## config.mk

```make
export PLATFORM = sky130hd
export DESIGN_NAME = imm_encoder
export DESIGN_NICKNAME = d
export VERILOG_FILES = /design/src/rtl/imm_encoder.sv
export SDC_FILE = /design/constraint.sdc
export NUM_CORES = 1
export LEC_CHECK = 0
export CELL_PAD_IN_SITES_DETAIL_PLACEMENT = 0
export CELL_PAD_IN_SITES_GLOBAL_PLACEMENT = 2
export CORE_MARGIN = 5
export CORE_UTILIZATION = 29
export CTS_CLUSTER_SIZE = 25
export DETAILED_ROUTE_END_ITERATION = 8
export PLACE_DENSITY = 0.86
export SETUP_SLACK_MARGIN = 0.2
export SYNTH_ARGS = -nofsm -noshare
export SYNTH_HDL_FRONTEND = slang
export SYNTH_SLANG_ARGS = --single-unit
```

## constraint.sdc

```tcl
create_clock -name clk -period 3.9 [get_ports clk]
set_input_delay 0.39 -clock clk [delete_from_list [all_inputs] [get_ports clk]]
set_output_delay 0.39 -clock clk [all_outputs]
set_load 0.01 [all_outputs]
```

## src/rtl/imm_encoder.sv

```systemverilog
// RV32I instruction encoder: packs decoded fields into a 32-bit word, expands `li`.
// Define IMM_RANGE_CHECK_EN to build the immediate range/alignment checks that drive out_err.
module imm_encoder (
    input  logic        clk,
    input  logic        rst_n,
    input  logic        in_valid,
    output logic        in_ready,
    input  logic [4:0]  in_fmt,
    input  logic        in_li,
    input  logic [6:0]  in_opcode,
    input  logic [2:0]  in_funct3,
    input  logic [4:0]  in_rd,
    input  logic [4:0]  in_rs1,
    input  logic [4:0]  in_rs2,
    input  logic [31:0] in_imm,
    output logic        out_valid,
    input  logic        out_ready,
    output logic [31:0] out_instr,
    output logic        out_err,
    output logic        busy
);
    typedef enum logic [1:0] {IDLE = 2'd0, EMIT = 2'd1, LI2 = 2'd2} state_e;

    state_e      state_q, state_d;
    logic [31:0] instr_q, instr_d, addi_q, addi_d;
    logic        err_q, err_d, pend_q, pend_d;
    logic [31:0] enc_instr, enc_addi;
    logic        enc_err, enc_pend;
    logic [19:0] li_hi;
    logic        li_small, in_fire, out_fire;

    // (imm + 0x800)[31:12]: the low-half add only carries out when imm[11] is set
    assign li_hi    = in_imm[31:12] + {19'd0, in_imm[11]};
    assign li_small = (in_imm[31:11] == {21{in_imm[11]}});

    always_comb begin
        enc_instr = {7'b0, in_rs2, in_rs1, in_funct3, in_rd, in_opcode};
        enc_addi  = {in_imm[11:0], in_rd, 3'b000, in_rd, 7'h13};
        enc_pend  = 1'b0;
        if (in_li) begin
            if (li_small) begin
                enc_instr = {in_imm[11:0], 5'd0, 3'b000, in_rd, 7'h13};
            end else begin
                enc_instr = {li_hi, in_rd, 7'h37};
                enc_pend  = (in_imm[11:0] != 12'd0);
            end
        end else if (in_fmt[0]) begin
            enc_instr = {in_imm[11:0], in_rs1, in_funct3, in_rd, in_opcode};
        end else if (in_fmt[1]) begin
            enc_instr = {in_imm[11:5], in_rs2, in_rs1, in_funct3, in_imm[4:0], in_opcode};
        end else if (in_fmt[2]) begin
            enc_instr = {in_imm[12], in_imm[10:5], in_rs2, in_rs1, in_funct3,
                         in_imm[4:1], in_imm[11], in_opcode};
        end else if (in_fmt[3]) begin
            enc_instr = {in_imm[31:12], in_rd, in_opcode};
        end else if (in_fmt[4]) begin
            enc_instr = {in_imm[20], in_imm[10:1], in_imm[11], in_imm[19:12], in_rd, in_opcode};
        end
    end

`ifdef IMM_RANGE_CHECK_EN
    always_comb begin
        enc_err = 1'b0;
        if (!in_li) begin
            if (in_fmt[0] || in_fmt[1]) begin
                enc_err = !li_small;
            end else if (in_fmt[2]) begin
                enc_err = (in_imm[31:12] != {20{in_imm[12]}}) || in_imm[0];
            end else if (in_fmt[3]) begin
                enc_err = (in_imm[11:0] != 12'd0);
            end else if (in_fmt[4]) begin
                enc_err = (in_imm[31:20] != {12{in_imm[20]}}) || in_imm[0];
            end
        end
    end
`else
    assign enc_err = 1'b0;
`endif

    assign out_valid = (state_q != IDLE);
    assign out_instr = instr_q;
    assign out_err   = err_q;
    assign busy      = (state_q == LI2);
    assign in_ready  = (state_q != LI2) && (!out_valid || out_ready) && !pend_q;
    assign in_fire   = in_valid && in_ready;
    assign out_fire  = out_valid && out_ready;

    always_comb begin
        state_d = state_q;
        instr_d = instr_q;
        addi_d  = addi_q;
        err_d   = err_q;
        pend_d  = pend_q;
        case (state_q)
            IDLE, EMIT: begin
                if (out_fire && pend_q) begin
                    state_d = LI2;
                    instr_d = addi_q;
                    err_d   = 1'b0;
                    pend_d  = 1'b0;
                end else if (in_fire) begin
                    state_d = EMIT;
                    instr_d = enc_instr;
                    addi_d  = enc_addi;
                    err_d   = enc_err;
                    pend_d  = enc_pend;
                end else if (out_fire) begin
                    state_d = IDLE;
                end
            end
            LI2: if (out_fire) state_d = IDLE;
            default: state_d = IDLE;
        endcase
    end

    always_ff @(posedge clk or negedge rst_n) begin
        if (!rst_n) begin
            state_q <= IDLE;
            instr_q <= 32'd0;
            addi_q  <= 32'd0;
            err_q   <= 1'b0;
            pend_q  <= 1'b0;
        end else begin
            state_q <= state_d;
            instr_q <= instr_d;
            addi_q  <= addi_d;
            err_q   <= err_d;
            pend_q  <= pend_d;
        end
    end
endmodule

```

### After elaboration in Yosys (flattened, before gate mapping)

Cells that the tools add are included.

| cells by class | value |
|---|---|
| add/sub/neg operators | 1 |
| mux-type cells | 19 |
| equal/unequal tests | 4 |
| reductions and logical operators | 15 |
| bitwise operators | 1 |

Operators with widths:

| kind | number |
|---|---|
| 32-bit two-way mux | 9 |
| 20-bit by 1-bit adder with 20-bit output | 1 |
| 20-bit equality test | 1 |
| 12-bit nonzero test | 1 |
| 1-bit two-way mux | 6 |
| 2-bit two-way mux | 3 |
| 1-bit logical AND | 5 |
| 2-bit one-hot mux with 2 select lines | 1 |
| 2-bit nonzero test | 2 |
| 3-bit AND reduction | 1 |
| 2-bit by 1-bit equality test with 1-bit output, second input constant | 1 |
| 2-bit equality test, second input constant | 1 |
| 1-bit zero test | 2 |
| 2-bit zero test | 1 |
| 2-bit inequality test, second input constant | 1 |
| 2-bit AND reduction | 1 |
| 2-bit OR reduction | 1 |
| 1-bit logical OR | 1 |
| 1-bit NOT | 1 |

| storage, ports and cells | value |
|---|---|
| register bits | 61 |
| bits of input ports | 67 |
| logic and storage cells | 45 |

### Longest topological paths before layout

| logic depth | value |
|---|---|
| word-level depth | 9 |
| depth in mapped cells | 9 |
| mapped depth without buffers | 8 |

### Least setup slack after synthesis

No wires, ideal clock.

| timing path | value |
|---|---|
| kind | input -> register |
| start | input in_imm[11] |
| end | register instr_q[13] (netlist: out_instr[13]) |
| path slack | 1.748 ns |
| buffers on the path | 3 |
| stages | 9 |
| arrival | 2.015 ns |
| path through | clkbuf_1 > nand4_1 > or2_0 > a211o_1 > or2_1 > clkbuf_2 > buf_2 > a31oi_1 > a21oi_1 |

| between the ends | value |
|---|---|
| longest elaborated chain between the ends | 5 |
| elaborated cells on any way between the ends | 6 |

Ends and longest elaborated chain:

| element | RTL line | RTL |
|---|---|---|
| start: declaration | 15 | `input logic [31:0] in_imm,` |
| 20-bit by 1-bit adder with 20-bit output / 20-bit equality test (equally long branches) | 33, 34 |  |
| 32-bit two-way mux (*) | 41 | `if (li_small) begin` |
| 32-bit two-way mux (*) | 40 | `if (in_li) begin` |
| 32-bit two-way mux (*) | 101 | `end else if (in_fire) begin` |
| 32-bit two-way mux (*) | 96 | `if (out_fire && pend_q) begin` |
| end signal: assignment | 125 | `instr_q <= instr_d;` |
| end: declaration | 25 | `logic [31:0] instr_q, instr_d, addi_q, addi_d;` |

Mark *: on every way between the ends. The rest lies on a longest branch, timed or not. The select of a mux whose other input is x is not followed.
A chain may end at the register's enable or synchronous reset.

### Worst setup path after layout

| timing path | value |
|---|---|
| start | input in_imm[16] |
| end | register instr_q[19] (netlist: out_instr[19]) |

Same word-level chain as after synthesis.

==> metrics.yaml <==
sta:
  tightest_slew_ps: 970.9
  fmax_mhz: 360.1
  max_slew_margin_pct: 35.03
  tns_ps: 0
  setup_viol: 0
  post-route-min-period_ps: 2777
  rsz0062_at_grt: "false"
  slew_violations: 0
  period_share_pct: 71.21
  skew_ps: 7.495
  hold_viol: 0
grt:
  grt-ovfl-total: 0
  grt_max_degree: 30
  grt.total_usage_pct: 16.96
  antenna_found_initial: 0
  first_global_vias: 3503
  grt_pass1_wl_um: 19420
yosys:
  ys_ff_latch: 53
  ys_warn_count: 0
  post-synth-top-area-cell: "dfrtp_1"
  ys_seq_area_share_pct: 37.97
  syn_nets: 502
  ys.flop_type: "dfrtp_1"
  synth_edf_count: 0
  ys_async_sr_fraction_pct: 100.0
  synth_commonest_cells: "nand2_1 (76), dfrtp_1 (53), o21ai_0 (39)"
  yosysMostFrequentCell: "nand2_1"
  yosysUniqueCellTypes: 51
  synthTopCellsByArea: "dfrtp_1 (38%), nand2_1 (8.2%), o21ai_0 (5.6%)"
  yosysTopAreaCellShare_pct: 37.97
  netlist_area_um2: 3493
  synth_cells: 433
  avgSynthCellArea_um2: 8.068
clock_tree:
  cts_hold_buf: 0
  root_buffer: "clkbuf_16"
  insertion_delay_ps: 300
  cts_resized: 0
  cts_setup_buffers: 0
  clockBufferDepth: 2
  cts_sinks: 53
  cts_buffers: 5
  clk_pin_slew_ps: 70
  cts_max_level: 2
  cts_tree: "yes"
floorplan:
  die_h_um: 119.8
  coreArea_um2: 11910
  ios: 103
  rows: 40
  start_util_pct: 29.33
  die_w_um: 119.8
  die_area_um2: 14340
finish:
  nets: 587
  n_fill_cell: 1227
  synthToLayoutAreaGrowth_pct: 37.03
  diodes: 0
  drive_above_1_share_pct: 4.817
  finalInstanceArea_um2: 4787
route:
  vias: 3529
  via_per_inst: 5.299
  ant_nets: 0
  routed_wl_um: 12240
  drtPass1Iterations: 5
  wl_per_cell_um: 18.37
  drc: 0
  drt_iter0_drc: 280
power_and_ir_drop:
  p_sw_mw: 1.056
  power_density_nw_per_um2: 589.3
  sequentialPowerShare_pct: 35.1
  leakagePower_nw: 1.905
  sw_frac_of_total_pct: 37.45
  clockPowerShare_pct: 18.1
  ir_drop_mv: 0.2086
  intPower_mw: 1.765
  p_comb_share_pct: 46.8
place:
  numPortBuffers: 101
  placed_area_um2: 4619
  gp_congestion: 0.8636
  place_hpwl_um: 9516
worst_setup_path:
  path_cells: "clkdlybuf4s50_1 > nand4_4 > or2_0 > a211o_1 > or2_1 > a31oi_1 > o21ai_0"
  worstSetupStartpointType: "input pin"
  reg2reg_depth: 5
  reg2reg_slack_ps: 1880
  path_class: "input pin to flop"
  cp-end-kind: "flop"
  r2r-start: "pend_q"
  crit_arrival_ps: 2950
  path_max_fanout: 22
  required_ps: 4080
  crit_slowest_cell: "clkdlybuf4s50_1"
  startpoint: "in_imm[16]"
  slowest_delay_ps: 640
  rr_endpoint: "out_instr[28]"
run:
  cap_violations: 0
worst_hold_path:
  min_path_type: "input pin to asynchronous set/reset pin"
status:
  status: "completed"
-- cells in the final DEF, fill, tap and decap left out, types with 3 or more instances in the layout --
master           count
o211ai_1             7
and4_1               4
o22ai_1              3
a21oi_1             20
a22oi_1             12
o22a_1               3
a31oi_1             16
nor2b_1              5
xor2_1               3
inv_1                8
nand4_1              7
buf_4                9
nand2_1             76
nor4_1               7
or2_2                3
nand2b_1             7
xnor2_1             15
clkbuf_16            5
nor2_1              25
o221ai_1             5
mux2i_1             17
o21ai_0             39
or3_1                7
nand3_1             19
dfrtp_1             53
clkdlybuf4s50_1    100
nor3_1              11
-- worst max-delay path, delay by kind of cell --
kind | cells | cell delay, ps
buffers and inverters | 1 | 640
and+or+nand+nor | 3 | 990
AOI/OAI and AO/OA | 3 | 930
-- power by group through the flow --
stage | Combinational (mW) | Sequential [mW] | Clock (mW)
2_1_floorplan | 0.620 | 1.01 | 0
3_3_place_gp | 1.31 | 0.999 | 0
3_5_place_dp | 1.33 | 1.00 | 0
4_1_cts | 1.33 | 0.995 | 0.518
5_1_grt | 1.45 | 1.03 | 0.542
6_report | 1.32 | 0.991 | 0.510
-- cell type report --
type | count | area, um^2 | area share (%)
Multi-Input combinational cell | 339 | 2002 | 41.82
Sequential cell | 53 | 1326 | 27.71
Clock inverter | 2 | 38.79 | 0.8102
Tap cell | 147 | 183.9 | 3.842
Timing Repair Buffer | 110 | 1074 | 22.43
Inverter | 9 | 33.78 | 0.7057
Clock buffer | 6 | 128.9 | 2.692
-- through the flow --
step	setup WS, ps	std cells	total power [mW]	hold WS, ps	utilization (%)
finish	1123	666	2.821	128.1	40.19
global route	920.8	666	3.019	185.0	40.19
CTS	1127	666	2.845	155.7	40.19
detailed placement	819.9	658	2.332	460.6	38.78
global placement	887.5	658	2.307	448.4	38.78
floorplan	1748	433	1.634	94.41	-
-- flip-flops by register name (all words and copies together), names as in the netlist --
| name | flops |
|---|---|
| pend_q | 1 |
| addi_q | 18 |
| state_q | 2 |
| out_instr | 32 |
-- per-layer routing --
layer	share of wire (%)	global-route usage, %
met4	1.2	4.009
met1	47	24.32
met5	0	0
met2	48	27.51
met3	4.2	1.744
-- worst max-delay path by stage --
stage	endpoint	slack [ps]	cells after the start
6_report	out_instr[19]	1120	7
5_1_grt	out_instr[19]	920	7
4_1_cts	out_instr[19]	1130	7
3_5_place_dp	out_instr[19]	820	7
3_3_place_gp	out_instr[19]	890	7
2_1_floorplan	out_instr[13]	1750	9
-- kinds of logic after synthesis --
logic type      after synthesis  share of synthesized area [%]
simple gates                178                          24.43
compound gates              123                          22.53
flops                        53                          37.97
buf+inv                      41                          4.871
xor+xnor                     18                          4.513
mux                          17                          4.871
fa+ha+maj                     2                         0.7162
other cells                   1                         0.1073
Note: power is estimated with default switching activity, not from simulation.
